## src/rtl/samples_mem_hex_dump.sv

```systemverilog
// samples_mem_hex_dump
// Reads a byte range from a synchronous-read memory (data one cycle after
// mem_rd) and streams it as Intel HEX text over a valid/ready character
// interface. Data records carry up to REC_LEN bytes and the stream ends with
// an EOF record.
// Build option: define HEX_CRLF_EN for CR LF line ends; otherwise LF only.
module samples_mem_hex_dump #(
  parameter int ADDR_WIDTH = 13,
  parameter int DATA_WIDTH = 8,
  parameter int REC_LEN    = 16
) (
  input  logic                  clk,
  input  logic                  reset,
  input  logic                  start,
  input  logic [15:0]           start_addr,
  input  logic [15:0]           length,
  output logic [ADDR_WIDTH-1:0] mem_addr,
  output logic                  mem_rd,
  input  logic [DATA_WIDTH-1:0] mem_data,
  output logic [7:0]            out_data,
  output logic                  out_valid,
  input  logic                  out_ready,
  output logic                  busy,
  output logic                  done
);

  localparam logic [7:0] CH_COLON = 8'h3A;
  localparam logic [7:0] CH_ZERO  = 8'h30;
  localparam logic [7:0] CH_ONE   = 8'h31;
  localparam logic [7:0] CH_F     = 8'h46;
  localparam logic [7:0] CH_LF    = 8'h0A;
`ifdef HEX_CRLF_EN
  localparam logic [7:0] CH_CR    = 8'h0D;
  localparam logic [3:0] EOF_LAST = 4'd12;
`else
  localparam logic [3:0] EOF_LAST = 4'd11;
`endif

  typedef enum logic [4:0] {
    S_IDLE,
    S_COLON,
    S_LEN_HI,
    S_LEN_LO,
    S_ADDR3,
    S_ADDR2,
    S_ADDR1,
    S_ADDR0,
    S_TYPE_HI,
    S_TYPE_LO,
    S_FETCH,
    S_DATA_HI,
    S_DATA_LO,
    S_CSUM_HI,
    S_CSUM_LO,
    S_EOL,
    S_EOF_REC,
    S_DONE
  } state_t;

  state_t state, state_nx;

  logic [15:0]           cur_addr;   // address of the next byte to read
  logic [15:0]           rem;        // bytes not yet read
  logic [7:0]            ll;         // byte count of the current record
  logic [7:0]            rec_left;   // bytes of the current record not yet read
  logic [7:0]            sum;        // running record sum for the checksum
  logic [7:0]            csum;
  logic [DATA_WIDTH-1:0] data_q;
  logic [3:0]            eof_idx, eof_idx_nx;
  logic [7:0]            start_ll, rec_ll;
  logic                  ld_start, ld_rec, do_fetch, fire, line_end;
`ifdef HEX_CRLF_EN
  logic                  eol_lf, eol_lf_nx;
`endif

  function automatic logic [7:0] hex_ch(input logic [3:0] n);
    if (n < 4'd10) return 8'h30 + {4'h0, n};
    return 8'h37 + {4'h0, n};
  endfunction

  function automatic logic [7:0] rec_len_of(input logic [15:0] r);
    if (r < 16'(REC_LEN)) return r[7:0];
    return 8'(REC_LEN);
  endfunction

  // Fixed EOF record ":00000001FF" followed by the line end
  function automatic logic [7:0] eof_char(input logic [3:0] idx);
    logic [7:0] c;
    case (idx)
      4'd0:       c = CH_COLON;
      4'd8:       c = CH_ONE;
      4'd9, 4'd10: c = CH_F;
`ifdef HEX_CRLF_EN
      4'd11:      c = CH_CR;
`endif
      default:    c = (idx > 4'd10) ? CH_LF : CH_ZERO;
    endcase
    return c;
  endfunction

  assign start_ll = rec_len_of(length);
  assign rec_ll   = rec_len_of(rem);
  assign csum     = 8'd0 - sum;
  assign mem_addr = cur_addr[ADDR_WIDTH-1:0];
  assign busy     = (state != S_IDLE) && (state != S_DONE);
  assign done     = (state == S_DONE);
  assign fire     = out_valid & out_ready;

  // State register
  always_ff @(posedge clk or posedge reset) begin
    if (reset) state <= S_IDLE;
    else       state <= state_nx;
  end

  // Character presented in each state; held as long as the state holds
  always_comb begin
    out_valid = 1'b0;
    out_data  = '0;
    case (state)
      S_COLON:   begin out_valid = 1'b1; out_data = CH_COLON;               end
      S_LEN_HI:  begin out_valid = 1'b1; out_data = hex_ch(ll[7:4]);        end
      S_LEN_LO:  begin out_valid = 1'b1; out_data = hex_ch(ll[3:0]);        end
      S_ADDR3:   begin out_valid = 1'b1; out_data = hex_ch(cur_addr[15:12]); end
      S_ADDR2:   begin out_valid = 1'b1; out_data = hex_ch(cur_addr[11:8]);  end
      S_ADDR1:   begin out_valid = 1'b1; out_data = hex_ch(cur_addr[7:4]);   end
      S_ADDR0:   begin out_valid = 1'b1; out_data = hex_ch(cur_addr[3:0]);   end
      S_TYPE_HI,
      S_TYPE_LO: begin out_valid = 1'b1; out_data = CH_ZERO;                end
      S_DATA_HI: begin out_valid = 1'b1; out_data = hex_ch(data_q[7:4]);    end
      S_DATA_LO: begin out_valid = 1'b1; out_data = hex_ch(data_q[3:0]);    end
      S_CSUM_HI: begin out_valid = 1'b1; out_data = hex_ch(csum[7:4]);      end
      S_CSUM_LO: begin out_valid = 1'b1; out_data = hex_ch(csum[3:0]);      end
      S_EOL: begin
        out_valid = 1'b1;
`ifdef HEX_CRLF_EN
        out_data  = eol_lf ? CH_LF : CH_CR;
`else
        out_data  = CH_LF;
`endif
      end
      S_EOF_REC: begin out_valid = 1'b1; out_data = eof_char(eof_idx);      end
      default: ;
    endcase
  end

  // Next state and datapath strobes. The read is issued on the handshake
  // that leaves TYPE_LO/DATA_LO so FETCH can capture the returned byte,
  // costing only one idle cycle per byte.
  always_comb begin
    state_nx   = state;
    mem_rd     = 1'b0;
    ld_start   = 1'b0;
    ld_rec     = 1'b0;
    do_fetch   = 1'b0;
    line_end   = 1'b0;
    eof_idx_nx = eof_idx;
`ifdef HEX_CRLF_EN
    eol_lf_nx  = eol_lf;
`endif
    case (state)
      S_IDLE: begin
        if (start) begin
          ld_start = 1'b1;
          state_nx = S_COLON;
        end
      end
      S_COLON: begin
        if (fire) begin
          // Only a zero-length dump reaches COLON with nothing left; the
          // colon just sent opens the EOF record.
          if (rem == 16'd0) begin
            eof_idx_nx = 4'd1;
            state_nx   = S_EOF_REC;
          end else begin
            state_nx = S_LEN_HI;
          end
        end
      end
      S_LEN_HI:  if (fire) state_nx = S_LEN_LO;
      S_LEN_LO:  if (fire) state_nx = S_ADDR3;
      S_ADDR3:   if (fire) state_nx = S_ADDR2;
      S_ADDR2:   if (fire) state_nx = S_ADDR1;
      S_ADDR1:   if (fire) state_nx = S_ADDR0;
      S_ADDR0:   if (fire) state_nx = S_TYPE_HI;
      S_TYPE_HI: if (fire) state_nx = S_TYPE_LO;
      S_TYPE_LO: begin
        if (fire) begin
          if (ll != 8'd0) begin
            mem_rd   = 1'b1;
            state_nx = S_FETCH;
          end else begin
            state_nx = S_CSUM_HI;
          end
        end
      end
      S_FETCH: begin
        do_fetch = 1'b1;
        state_nx = S_DATA_HI;
      end
      S_DATA_HI: if (fire) state_nx = S_DATA_LO;
      S_DATA_LO: begin
        if (fire) begin
          if (rec_left != 8'd0) begin
            mem_rd   = 1'b1;
            state_nx = S_FETCH;
          end else begin
            state_nx = S_CSUM_HI;
          end
        end
      end
      S_CSUM_HI: if (fire) state_nx = S_CSUM_LO;
      S_CSUM_LO: if (fire) state_nx = S_EOL;
      S_EOL: begin
`ifdef HEX_CRLF_EN
        if (fire) eol_lf_nx = ~eol_lf;
        line_end = fire & eol_lf;
`else
        line_end = fire;
`endif
        if (line_end) begin
          if (rem != 16'd0) begin
            ld_rec   = 1'b1;
            state_nx = S_COLON;
          end else begin
            eof_idx_nx = 4'd0;
            state_nx   = S_EOF_REC;
          end
        end
      end
      S_EOF_REC: begin
        if (fire) begin
          if (eof_idx == EOF_LAST) begin
            eof_idx_nx = 4'd0;
            state_nx   = S_DONE;
          end else begin
            eof_idx_nx = eof_idx + 4'd1;
          end
        end
      end
      S_DONE:  state_nx = S_IDLE;
      default: state_nx = S_IDLE;
    endcase
  end

  // Dump bookkeeping: latch request, set up each record, consume fetched bytes
  always_ff @(posedge clk or posedge reset) begin
    if (reset) begin
      cur_addr <= '0;
      rem      <= '0;
      ll       <= '0;
      rec_left <= '0;
      sum      <= '0;
      data_q   <= '0;
      eof_idx  <= '0;
    end else begin
      eof_idx <= eof_idx_nx;
      if (ld_start) begin
        cur_addr <= start_addr;
        rem      <= length;
        ll       <= start_ll;
        rec_left <= start_ll;
        sum      <= start_ll + start_addr[15:8] + start_addr[7:0];
      end else if (ld_rec) begin
        ll       <= rec_ll;
        rec_left <= rec_ll;
        sum      <= rec_ll + cur_addr[15:8] + cur_addr[7:0];
      end else if (do_fetch) begin
        data_q   <= mem_data;
        sum      <= sum + mem_data;
        cur_addr <= cur_addr + 16'd1;
        rem      <= rem - 16'd1;
        rec_left <= rec_left - 8'd1;
      end
    end
  end

`ifdef HEX_CRLF_EN
  // Tracks whether the CR of the current line end has been sent
  always_ff @(posedge clk or posedge reset) begin
    if (reset) eol_lf <= 1'b0;
    else       eol_lf <= eol_lf_nx;
  end
`endif

endmodule

```

## config.mk

```make
export PLATFORM = sky130hd
export DESIGN_NAME = samples_mem_hex_dump
export DESIGN_NICKNAME = d
export VERILOG_FILES = /design/src/rtl/samples_mem_hex_dump.sv
export SDC_FILE = /design/constraint.sdc
export NUM_CORES = 1
export LEC_CHECK = 0
export BUFFER_PORTS_ARGS = -buffer_cell sky130_fd_sc_hd__buf_2
export CORE_MARGIN = 5
export CORE_UTILIZATION = 45
export CTS_BUF_LIST = sky130_fd_sc_hd__clkbuf_4
export DETAILED_ROUTE_END_ITERATION = 6
export GPL_TIMING_DRIVEN = 0
export PLACE_DENSITY_LB_ADDON = 0.25
export SYNTH_ARGS = -nofsm -noshare
export SYNTH_HDL_FRONTEND = slang
export SYNTH_SLANG_ARGS = --single-unit
```

## constraint.sdc

```tcl
create_clock -name clk -period 4.5 [get_ports clk]
set_input_delay 0.225 -clock clk [delete_from_list [all_inputs] [get_ports clk]]
set_output_delay 0.225 -clock clk [all_outputs]
set_load 0.02 [all_outputs]
```

==> Word-level counts from Yosys, hierarchy flattened <==
Cells that the tools add are included.
{ "word_totals": {"ff_bits": 73, "input_bits": 44, "output_inout_bits": 25, "word_cells": 219} }
{ "classes": {"addsub": 30, "n_lt_le_gt_ge": 13, "eq_ne": 42, "n_mux": 104, "bitwise": 3, "reduce_logical": 19} }
{ "op_table": {"columns": ["cell", "count"], "rows": [
  ["two-way mux 8 bit", 32],
  ["adder 6 x 4 -> 7 bit (first input constant)", 20],
  ["one-hot mux 8 bit (14 select lines)", 1],
  ["two-way mux 16 bit", 6],
  ["two-way mux 5 bit", 19],
  ["one-hot mux 5 bit (17 select lines)", 1],
  ["adder 8 bit", 5],
  ["equality test 5 x 4 -> 1 bit (second input constant)", 8],
  ["less-than comparator 4 bit (second input constant)", 10],
  ["inequality test 2 bit (second input constant)", 20],
  ["two-way mux 1 bit", 33],
  ["less-than comparator 16 x 5 -> 1 bit (second input constant)", 2],
  ["two-way mux 4 bit", 6],
  ["one-hot mux 7 bit (3 select lines)", 1],
  ["equality test 5 x 3 -> 1 bit (second input constant)", 4],
  ["AND reduction 17 bit", 1],
  ["adder 16 x 1 -> 16 bit (second input constant)", 1],
  ["equality test 4 bit (second input constant)", 4],
  ["logical NOT 16 bit", 1],
  ["nonzero test 16 bit", 1],
  ["nonzero test 8 bit", 2],
  ["subtractor 16 x 1 -> 16 bit (second input constant)", 1],
  ["OR reduction 15 bit", 1],
  ["one-hot mux 4 bit (3 select lines)", 1],
  ["23 further kinds", 30]
]} }

==> Depth between registers and ports, before layout <==
Gate-level depths: netlist (run 1).
{ "logic_depth": {"depth_word": 8, "ltp_mapped": 13, "mapped_depth_nobuf": 13} }

==> Worst setup path after synthesis (run 1) <==
No wires, ideal clock.
{ "synth_path": {"path_type": "register to register", "from": "reg rem[4]", "to": "reg sum[7]", "setup_ns": 0.088, "arrival_ns": 3.495, "t_required_ns": 4.412, "path_slack_ns": 0.917, "path_stages_with_launch": 14, "n_path_buf": 0, "period_less_slack_ns": 3.583, "cell_sequence": "dfrtp_1 -> or4_4 -> nor4_4 -> nand2_1 -> inv_1 -> fa_1 -> ha_1 -> fa_1 -> a211oi_1 -> o21bai_1 -> a21oi_1 -> xnor2_1 -> o22ai_1 -> nor3b_1"} }
{ "synth_via": {"elab_chain_len": 7, "word_cells_on_any_way": 13, "cone_classes": "add/sub: 2; order compare: 1; mux: 8; reduce/logical: 2"} }
{ "synth_rtl": {"columns": ["element", "line", "text"], "rows": [
  ["start: declaration", "63", "logic [15:0] rem;"],
  ["start signal: assignment", "259", "rem <= length;"],
  ["start signal: assignment", "271", "rem <= rem - 16'd1;"],
  ["less-than comparator 16 x 5 -> 1 bit", "82", "if (r < 16'(REC_LEN)) return r[7:0];"],
  ["two-way mux 1 bit", "82", null],
  ["two-way mux 8 bit", "83", "return 8'(REC_LEN);"],
  ["adder 8 bit (2 in a row)", "266", "sum <= rec_ll + cur_addr[15:8] + cur_addr[7:0];"],
  ["two-way mux 8 bit", "263", "end else if (ld_rec) begin"],
  ["two-way mux 8 bit", "257", "if (ld_start) begin"],
  ["end signal: assignment", "262", "sum <= start_ll + start_addr[15:8] + start_addr[7:0];"],
  ["end signal: assignment", "266", null],
  ["end signal: assignment", "269", "sum <= sum + mem_data;"],
  ["end: declaration", "66", "logic [7:0] sum;"]
]} }
Parallel ways exist; a longest one is shown, timed or not. The select of a mux whose other input is x is not followed.
A chain may end at the register's enable or synchronous reset.

==> Worst setup path after layout (run 1) <==
Ends and elaborated chain as after synthesis.

==> results of run 1 <==
[through the flow]
stage | utilization | std cells | hold WS, ps | area (µm²)
global placement | 0.4931 | 1105 | 446.3 | 7412
detailed placement | 0.4950 | 1106 | 137.4 | 7442
finish | 0.5195 | 1146 | 16.95 | 7810
CTS | 0.5195 | 1146 | 6.471 | 7810
global route | 0.5195 | 1146 | 23.27 | 7810
floorplan | - | 850 | 330.4 | 6842
[worst paths after layout]
| path | startpoint | end | depth (start not counted) |
|---|---|---|---|
| min in group asynchronous | reset | state[4] | 3 |
| worst min register to register | rem[14] | rem[14] | 1 |
| max in group asynchronous | reset | sum[5] | 4 |
| worst min-delay path | length[0] | rem[0] | 3 |
| worst max register to register | rem[4] | sum[7] | 13 |
| worst max-delay path | rem[4] | sum[7] | 13 |
[registers in the layout (all words and copies together) (netlist names)]
register / cells
state: 5
rem: 16
data_q: 8
eof_idx: 4
rec_left: 8
cur_addr: 16
sum: 8
ll: 8
[report_power, final]
part	internal, W	switching, W	leakage (nW)
clock network	0.000123	0.000301	0.0615
logic	0.00139	0.00207	2.42
registers	0.000942	0.000409	0.862
total	0.00246	0.00278	3.35
[placed cells by master, fill, tap and decap left out, drive strengths merged, types with 7 or more instances in the layout]
cell,n
nand2,91
buf,87
dfrtp,73
o21ai,65
nor2,64
inv,59
a21oi,56
clkbuf,43
ha,41
xnor2,36
nand3,25
dlygate4sd3,24
o22ai,22
nor3,20
nor4,18
xor2,17
fa,17
a211oi,14
and3,13
a22oi,13
nor2b,12
or3,10
nand2b,10
o311ai,9
nand4,7
o211ai,7
[routing by layer]
metal  track usage  vias up  part of all wire
met5             0        -                 0
met4       0.09600        0             0.032
met3       0.03134       53             0.067
met2        0.3953      249              0.46
met1        0.3438     3254              0.45
li1              -     3276                 -
[area by class of cell]
cell class / count / area (µm²)
fill: 1489 / 7223
multi-input combinational: 669 / 4543
sequential: 73 / 1827
timing repair buffer: 92 / 603.1
buffer: 53 / 265.3
tap: 188 / 235.2
inverter: 55 / 209.0
clock buffer: 9 / 67.56
clock inverter: 7 / 60.06
[tightest hold or removal path: stages]
cell and delay (ps):
buf_2 100, a22oi_1 70, o21ai_0 70
[logic make-up (layout without fill, tap and decap cells)]
kind of cell,Yosys count,count (layout)
AO/OA/AOI/OAI,242,242
flip-flops,73,73
AND/OR/NAND/NOR,303,303
multiplexers,8,8
other,1,5
buffers and inverters,108,216
XOR/XNOR,53,53
adder cells (fa/ha/maj),58,58
[timing repair]
action                    in CTS  in global routing
hold buffers                  24                  0
hold endpoints to repair      96                  0
gates resized for setup        0                  0
buffers inserted               0                  0
==> results.json, run 1 <==
{
  "drive_gt1_frac": 0.1221,
  "fmax_mhz": 248.0,
  "cts_tree": "done",
  "clock-root-buffer": "clkbuf_4",
  "synthTopCellsByCount": "91 x nand2_1, 73 x dfrtp_1, 64 x o21ai_0",
  "crit_type": "flop to flop",
  "synth.avg_cell_area_um2": 8.069,
  "cp-end-kind": "flop",
  "synth.mux.area_fraction": 0.01228,
  "start_util": 0.4541,
  "drt_iter0_drc": 608,
  "crit_slowest_cell": "or4_4",
  "cp_data_arrival_time_ps": 4410,
  "slew_headroom": 0.4836,
  "synthSimpleGateAreaFrac": 0.2280,
  "synth_cell_types": 77,
  "antenna_found_initial": 0,
  "fin_setup_tns_ps": 0,
  "dp_hpwl_um": 16890,
  "grt_overflow": 0,
  "power.leakage_nw": 3.348,
  "grt_pass1_wl_um": 34730,
  "outcome": "finished clean",
  "grt_use_total": 0.2476,
  "cts.sinks": 73,
  "yosys_register_bits": 73,
  "syn_to_final_growth_pct": 14.41,
  "drc": 0,
  "crit_chain": "or4_4, nor4_4, nand2_1, inv_1, fa_1, ha_1, fa_1, a211oi_1, o21bai_1, a21oi_1, xnor2_1, o22ai_1, nor3b_1",
  "finClkSkew_ps": 24.04,
  "tightest_slew_ps": 774.6,
  "synth-xor-area-share": 0.06800,
  "port_buffers": 67,
  "dr.pass1.iters": 5,
  "yosysWarnings": 0,
  "gp_congestion": 0.9768,
  "die_area_um2": 17730,
  "synth_area_leader_cell": "dfrtp_1",
  "diodes": 0,
  "max_stage_delay_ps": 580,
  "crit_buf_inv": 1,
  "finalCriticalPeriod_ps": 4031,
  "core_um2": 15030,
  "slew_viol_final": 0,
  "hold_viol": 0,
  "yosysMostFrequentCell": "nand2_1",
  "wl_per_cell_um": 19.16,
  "cts_made_buffers": 9,
  "nets": 1055,
  "fp.dieW_um": 133.2,
  "power_w": 0.005235,
  "reg2reg_slack_ps": 470,
  "worst_slack_ps": 468.5,
  "clk_pin_slew_ps": 160,
  "syn-instance-count": 846,
  "critPathRequiredTime_ps": 4880,
  "rsz0062_at_grt": "no",
  "drv_cap": 0,
  "synth_compound_area_frac": 0.2295,
  "cts_buffer_depth": 2,
  "vdd_ir_drop_max_mv": 0.4243,
  "num_rows": 45,
  "synth_top_family_by_area": "compound AO/OA/AOI/OAI gates",
  "h-tree-depth": 3,
  "final_antenna_net_count": 0,
  "fin_crit_sh": 0.8959,
  "ys_seq_area_frac": 0.2676,
  "async_flop_share": 1.000,
  "critPathTopFamily": "simple AND/OR/NAND/NOR gates",
  "grt_max_degree": 67,
  "finalWirelength_um": 21950,
  "crit_path_frequent_cell": "fa_1",
  "start_kind": "flop",
  "viasPerCell": 5.962,
  "ios": 69,
  "place_ws_ps": 510.2,
  "power.density_nw_per_um2": 670.3,
  "synth_top_cell_area_share": 0.2676,
  "final-setup-viol-count": 0,
  "ys_top_cells_by_area": "dfrtp_1 27%, ha_1 7.5%, nand2_1 5.0%, fa_1 5.0%, o21ai_0 4.7%",
  "yosys.area_share.adder": 0.1250,
  "grt_pass1_vias": 6520,
  "die_h_um": 133.2,
  "crit_fanout": 7,
  "num_vias": 6832,
  "synthesis.area_um2": 6827,
  "synth-edff-count": 0,
  "ys.flop_type": "dfrtp_1",
  "hold_class": "primary input to flop",
  "clock_latency_ps": 470
}
Note: power is estimated with default switching activity, not from simulation.
==> run 2, diff against run 1 <==
- CORE_UTILIZATION: 45 -> 40
==> run 2 against run 1 <==
Effect of this change:
- first-iteration DRC count increased by 7.2%
- worst setup slack better by 5.6 ps
- global-route usage is 2.1 points lower
- worst hold slack better by 10 ps
- maximum frequency grew 0.14%
- count of clock-buffer cells in the layout did not move
- non-clock buffer count rose by 3
- die area rose by 12%
- flip-flop and latch count unchanged
- critical path depth unchanged
- register-to-register slack barely moved
- sequential power about the same
- critical path type unchanged
- critical endpoint unchanged
- highest routed layer unchanged
==> results.json, run 2 (synthesis results as in run 1) <==
{
  "drive_gt1_frac": 0.1217,
  "postCtsSetupBuffers": 0,
  "core_um2": 16640,
  "start_kind": "flop",
  "power.density_nw_per_um2": 669.6,
  "grt_max_degree": 67,
  "cts_buffer_depth": 2,
  "cp_data_arrival_time_ps": 4430,
  "rsz0062_at_grt": "no",
  "antenna_found_initial": 1,
  "clock_latency_ps": 490,
  "start_util": 0.4102,
  "cts_tree": "done",
  "fillCellCount": 1682,
  "slew_viol_final": 0,
  "power_w": 0.005295,
  "cp-end-kind": "flop",
  "crit_buf_inv": 1,
  "clk_pin_slew_ps": 160,
  "vdd_ir_drop_max_mv": 0.3662,
  "fin_setup_tns_ps": 0,
  "grt_use_total": 0.2266,
  "crit_type": "flop to flop",
  "max_stage_delay_ps": 580,
  "reg.largest.list": "cur_addr (16), rem (16)",
  "finClkSkew_ps": 28.97,
  "nets": 1058,
  "grt_pass1_vias": 6765,
  "dp_hpwl_um": 17090,
  "wl_per_cell_um": 18.88,
  "fmax_mhz": 248.4,
  "hold_class": "primary input to flop",
  "num_rows": 47,
  "slew_headroom": 0.4577,
  "grt_pass1_wl_um": 35910,
  "port_buffers": 67,
  "ios": 69,
  "dr.pass1.iters": 6,
  "tightest_slew_ps": 813.4,
  "finalWirelength_um": 22310,
  "crit_slowest_cell": "or4_4",
  "num_vias": 6882,
  "power.leakage_nw": 3.375,
  "fin_crit_sh": 0.8946,
  "final-setup-viol-count": 0,
  "crit_fanout": 7,
  "critPathRequiredTime_ps": 4910,
  "drt_iter0_drc": 652,
  "outcome": "finished clean",
  "cts.sinks": 73,
  "finalCriticalPeriod_ps": 4026,
  "final_cell_mix": "91 x nand2_1, 73 x dfrtp_1, 69 x buf_2",
  "syn_to_final_growth_pct": 15.84,
  "hold_ws_ps": 26.95,
  "fp.dieW_um": 140.6,
  "viasPerCell": 5.822,
  "critPathTopFamily": "simple AND/OR/NAND/NOR gates",
  "cts_made_buffers": 9,
  "h-tree-depth": 3,
  "grt_overflow": 0,
  "die_h_um": 140.6,
  "gp_congestion": 0.9709,
  "die_area_um2": 19780,
  "drc": 0,
  "layout_commonest_cell": "nand2_1",
  "hold_viol": 0,
  "crit_path_frequent_cell": "fa_1",
  "drv_cap": 0,
  "clock-root-buffer": "clkbuf_4",
  "crit_chain": "or4_4, nor4_4, nand2_1, inv_1, fa_1, ha_1, fa_1, a211oi_1, o21bai_1, a21oi_1, xnor2_1, o22ai_1, nor3b_1",
  "final_antenna_net_count": 0
}
-- run 2: cell count changes in the layout (fill, tap and decap cells not counted), sizes merged --
cell | previous run | this run
bufinv | 0 | 1
clkinv | 0 | 1
clkinvlp | 3 | 2
diode | 0 | 1
dlygate4sd3 | 24 | 27
inv | 59 | 58
-- run 2: per-layer routing --
metal  share of wire  GRT usage  up-vias
li1                -          -     3269
met5               0          0        -
met3           0.065    0.04978       66
met1            0.45     0.3102     3300
met4           0.043    0.09536        0
met2            0.44     0.3465      247
-- run 2: final timing paths --
path                              from           to  slack (ps)  cells past startpoint
setup / recovery                rem[4]       sum[7]         470                     13
hold / removal             mem_data[5]    data_q[5]          30                      3
setup reg to reg                rem[4]       sum[7]         470                     13
hold reg to reg            rec_left[6]  rec_left[6]         560                      2
max in group asynchronous        reset    data_q[3]        3740                      4
min in group asynchronous        reset   eof_idx[2]         170                      3
-- run 2: layout make-up --
class	count	area (µm²)	area share
plain buffers	53	265.3	0.03354
flip-flops and latches	73	1827	0.2310
repair buffers	95	633.1	0.08006
diodes	1	2.502	0.0003165
clock inverters	7	85.08	0.01076
clock buffers	9	67.56	0.008544
well taps	220	275.3	0.03481
inverters	55	209.0	0.02642
multi-input cells	669	4543	0.5745
-- run 2: worst register-to-register path: stages, from the launching register on --
cell	delay, ps
dfrtp_1	470
or4_4	580
nor4_4	480
nand2_1	100
inv_1	130
fa_1	430
ha_1	240
fa_1	430
a211oi_1	320
o21bai_1	120
a21oi_1	180
xnor2_1	130
o22ai_1	100
nor3b_1	220
-- run 2: what timing repair did --
action,CTS,global route
endpoints found under the hold margin,99,0
resized for setup,0,0
hold buffers,27,0
-- run 2: per-stage QoR --
| step | instances | util | instance area (µm²) | worst slack, ps |
|---|---|---|---|---|
| final | 1182 | 0.4752 | 7908 | 474.1 |
| after global routing | 1182 | 0.4752 | 7908 | 219.7 |
| after CTS | 1181 | 0.4750 | 7905 | 454.4 |
| after detailed placement | 1138 | 0.4496 | 7482 | 525.3 |
| after global placement | 1137 | 0.4478 | 7452 | 529.3 |
| after floorplan | 850 | - | 6842 | 916.8 |
-- run 2: power by group --
part	total (W)	switching [W]	internal, W
Clock	0.000481	0.000301	0.000179
Combinational	0.00346	0.00207	0.00139
Sequential	0.00135	0.000410	0.000942
==> run 3, diff against run 2 <==
- CTS_BUF_LIST: sky130_fd_sc_hd__clkbuf_4 -> unset
==> run 3 against run 2 <==
Effect of this change:
- flip-flop and latch count did not move
- total power increased by 5.5%
- combinational power barely moved
- final area decreased by 1.3%
- first-iteration DRC count increased by 5.2%
- critical path depth stayed put
- clock skew fell by 18 ps
- maximum frequency is 0.49% higher
- global-route usage shrank 0.24 points
- utilization shrank 0.63 points
- critical path type unchanged
- critical endpoint unchanged
- largest cell class unchanged
- highest routed layer unchanged
==> results.json, run 3 (synthesis results as in run 1) <==
{
  "fin_setup_tns_ps": 0,
  "finalWirelength_um": 22070,
  "fillCellCount": 1693,
  "cts_hold_buf": 1,
  "num_vias": 6808,
  "cp-end-kind": "flop",
  "cts.sinks": 73,
  "grt_pass1_wl_um": 35480,
  "outcome": "finished clean",
  "fin_crit_sh": 0.8903,
  "wl_per_cell_um": 19.11,
  "slew_viol_final": 0,
  "start_kind": "flop",
  "multiInputGateArea_um2": 4543,
  "core_um2": 16640,
  "final_antenna_net_count": 0,
  "cts_buffer_depth": 2,
  "crit_fanout": 7,
  "syn_to_final_growth_pct": 14.30,
  "dr.pass1.iters": 7,
  "finalCriticalPeriod_ps": 4006,
  "gp_congestion": 0.9709,
  "port_buffers": 67,
  "final-setup-viol-count": 0,
  "cts_tree": "done",
  "grt_max_degree": 67,
  "clock_latency_ps": 360,
  "crit_type": "flop to flop",
  "tightest_slew_ps": 817.3,
  "rsz0062_at_grt": "no",
  "reg.largest.list": "cur_addr (16), rem (16)",
  "drt_iter0_drc": 686,
  "die_area_um2": 19780,
  "slew_headroom": 0.4551,
  "ios": 69,
  "dp_hpwl_um": 17090,
  "hold_class": "primary input to flop",
  "clk_pin_slew_ps": 70,
  "cts_made_buffers": 9,
  "num_rows": 47,
  "fp.dieW_um": 140.6,
  "cts_resized": 0,
  "die_h_um": 140.6,
  "start_util": 0.4102,
  "fmax_mhz": 249.6,
  "layout_commonest_cell": "nand2_1",
  "grt_pass1_vias": 6655,
  "final_cell_mix": "91 x nand2_1, 73 x dfrtp_1, 69 x buf_2",
  "diodes": 0,
  "hold_viol": 0,
  "hold_ws_ps": 80.90,
  "power.leakage_nw": 3.336,
  "postCtsSetupBuffers": 0,
  "h-tree-depth": 3,
  "drv_cap": 0,
  "clock-root-buffer": "clkbuf_16",
  "viasPerCell": 5.894,
  "critPathRequiredTime_ps": 4770,
  "regArea_um2": 1827,
  "cp_data_arrival_time_ps": 4280,
  "drc": 0,
  "power.density_nw_per_um2": 715.7,
  "nets": 1032,
  "vdd_ir_drop_max_mv": 0.3694,
  "drive_gt1_frac": 0.1251,
  "grt_use_total": 0.2243,
  "antenna_found_initial": 0,
  "grt_overflow": 0,
  "finClkSkew_ps": 11.12
}
-- run 3: cell count changes in the layout (fill, tap and decap cells not counted), sizes merged --
cell,previous run,this run
diode,1,0
dlygate4sd3,27,1
-- run 3: final cells by class --
| type | instances | share of cell area |
|---|---|---|
| tap | 220 | 0.03528 |
| inverter | 55 | 0.02678 |
| multi-input combinational | 669 | 0.5823 |
| buffer | 53 | 0.03400 |
| timing repair buffer | 69 | 0.04779 |
| clock inverter | 7 | 0.01090 |
| clock buffer | 9 | 0.02886 |
| sequential | 73 | 0.2341 |
-- run 3: final timing paths --
kind / from / end / slack (ps) / depth (start not counted)
worst max-delay path: rem[4] / sum[7] / 490 / 13
worst max register to register: rem[4] / sum[7] / 490 / 13
worst min register to register: rec_left[6] / rec_left[6] / 550 / 2
min in group asynchronous: reset / eof_idx[2] / 320 / 3
worst min-delay path: length[7] / rem[7] / 80 / 3
max in group asynchronous: reset / data_q[5] / 3610 / 4
-- run 3: power by group --
| group | internal, W | total, W | switching (W) |
|---|---|---|---|
| registers | 0.000946 | 0.00135 | 0.000407 |
| clock network | 0.000441 | 0.000778 | 0.000337 |
| logic | 0.00138 | 0.00345 | 0.00208 |
-- run 3: routing by layer --
layer	wire length [µm]	GRT usage
met5	0	0
met4	892	0.09434
met3	1551	0.04978
met2	9662	0.3392
met1	9963	0.3097
-- run 3: stage by stage --
step,util,total power (W),worst slack (ps),cells,area (µm²)
floorplan,-,0.003802,916.8,850,6842
global placement,0.4478,0.004711,529.3,1137,7452
detailed placement,0.4496,0.004767,525.3,1138,7482
CTS,0.4688,0.005567,485.4,1155,7802
global route,0.4688,0.006037,247.7,1155,7802
finish,0.4688,0.005585,493.7,1155,7802
-- run 3: critical path: stages (launching register included) --
cell	delay (ps)
dfrtp_1	440
or4_4	580
nor4_4	490
nand2_1	100
inv_1	130
fa_1	430
ha_1	240
fa_1	430
a211oi_1	330
o21bai_1	120
a21oi_1	180
xnor2_1	130
o22ai_1	100
nor3b_1	220
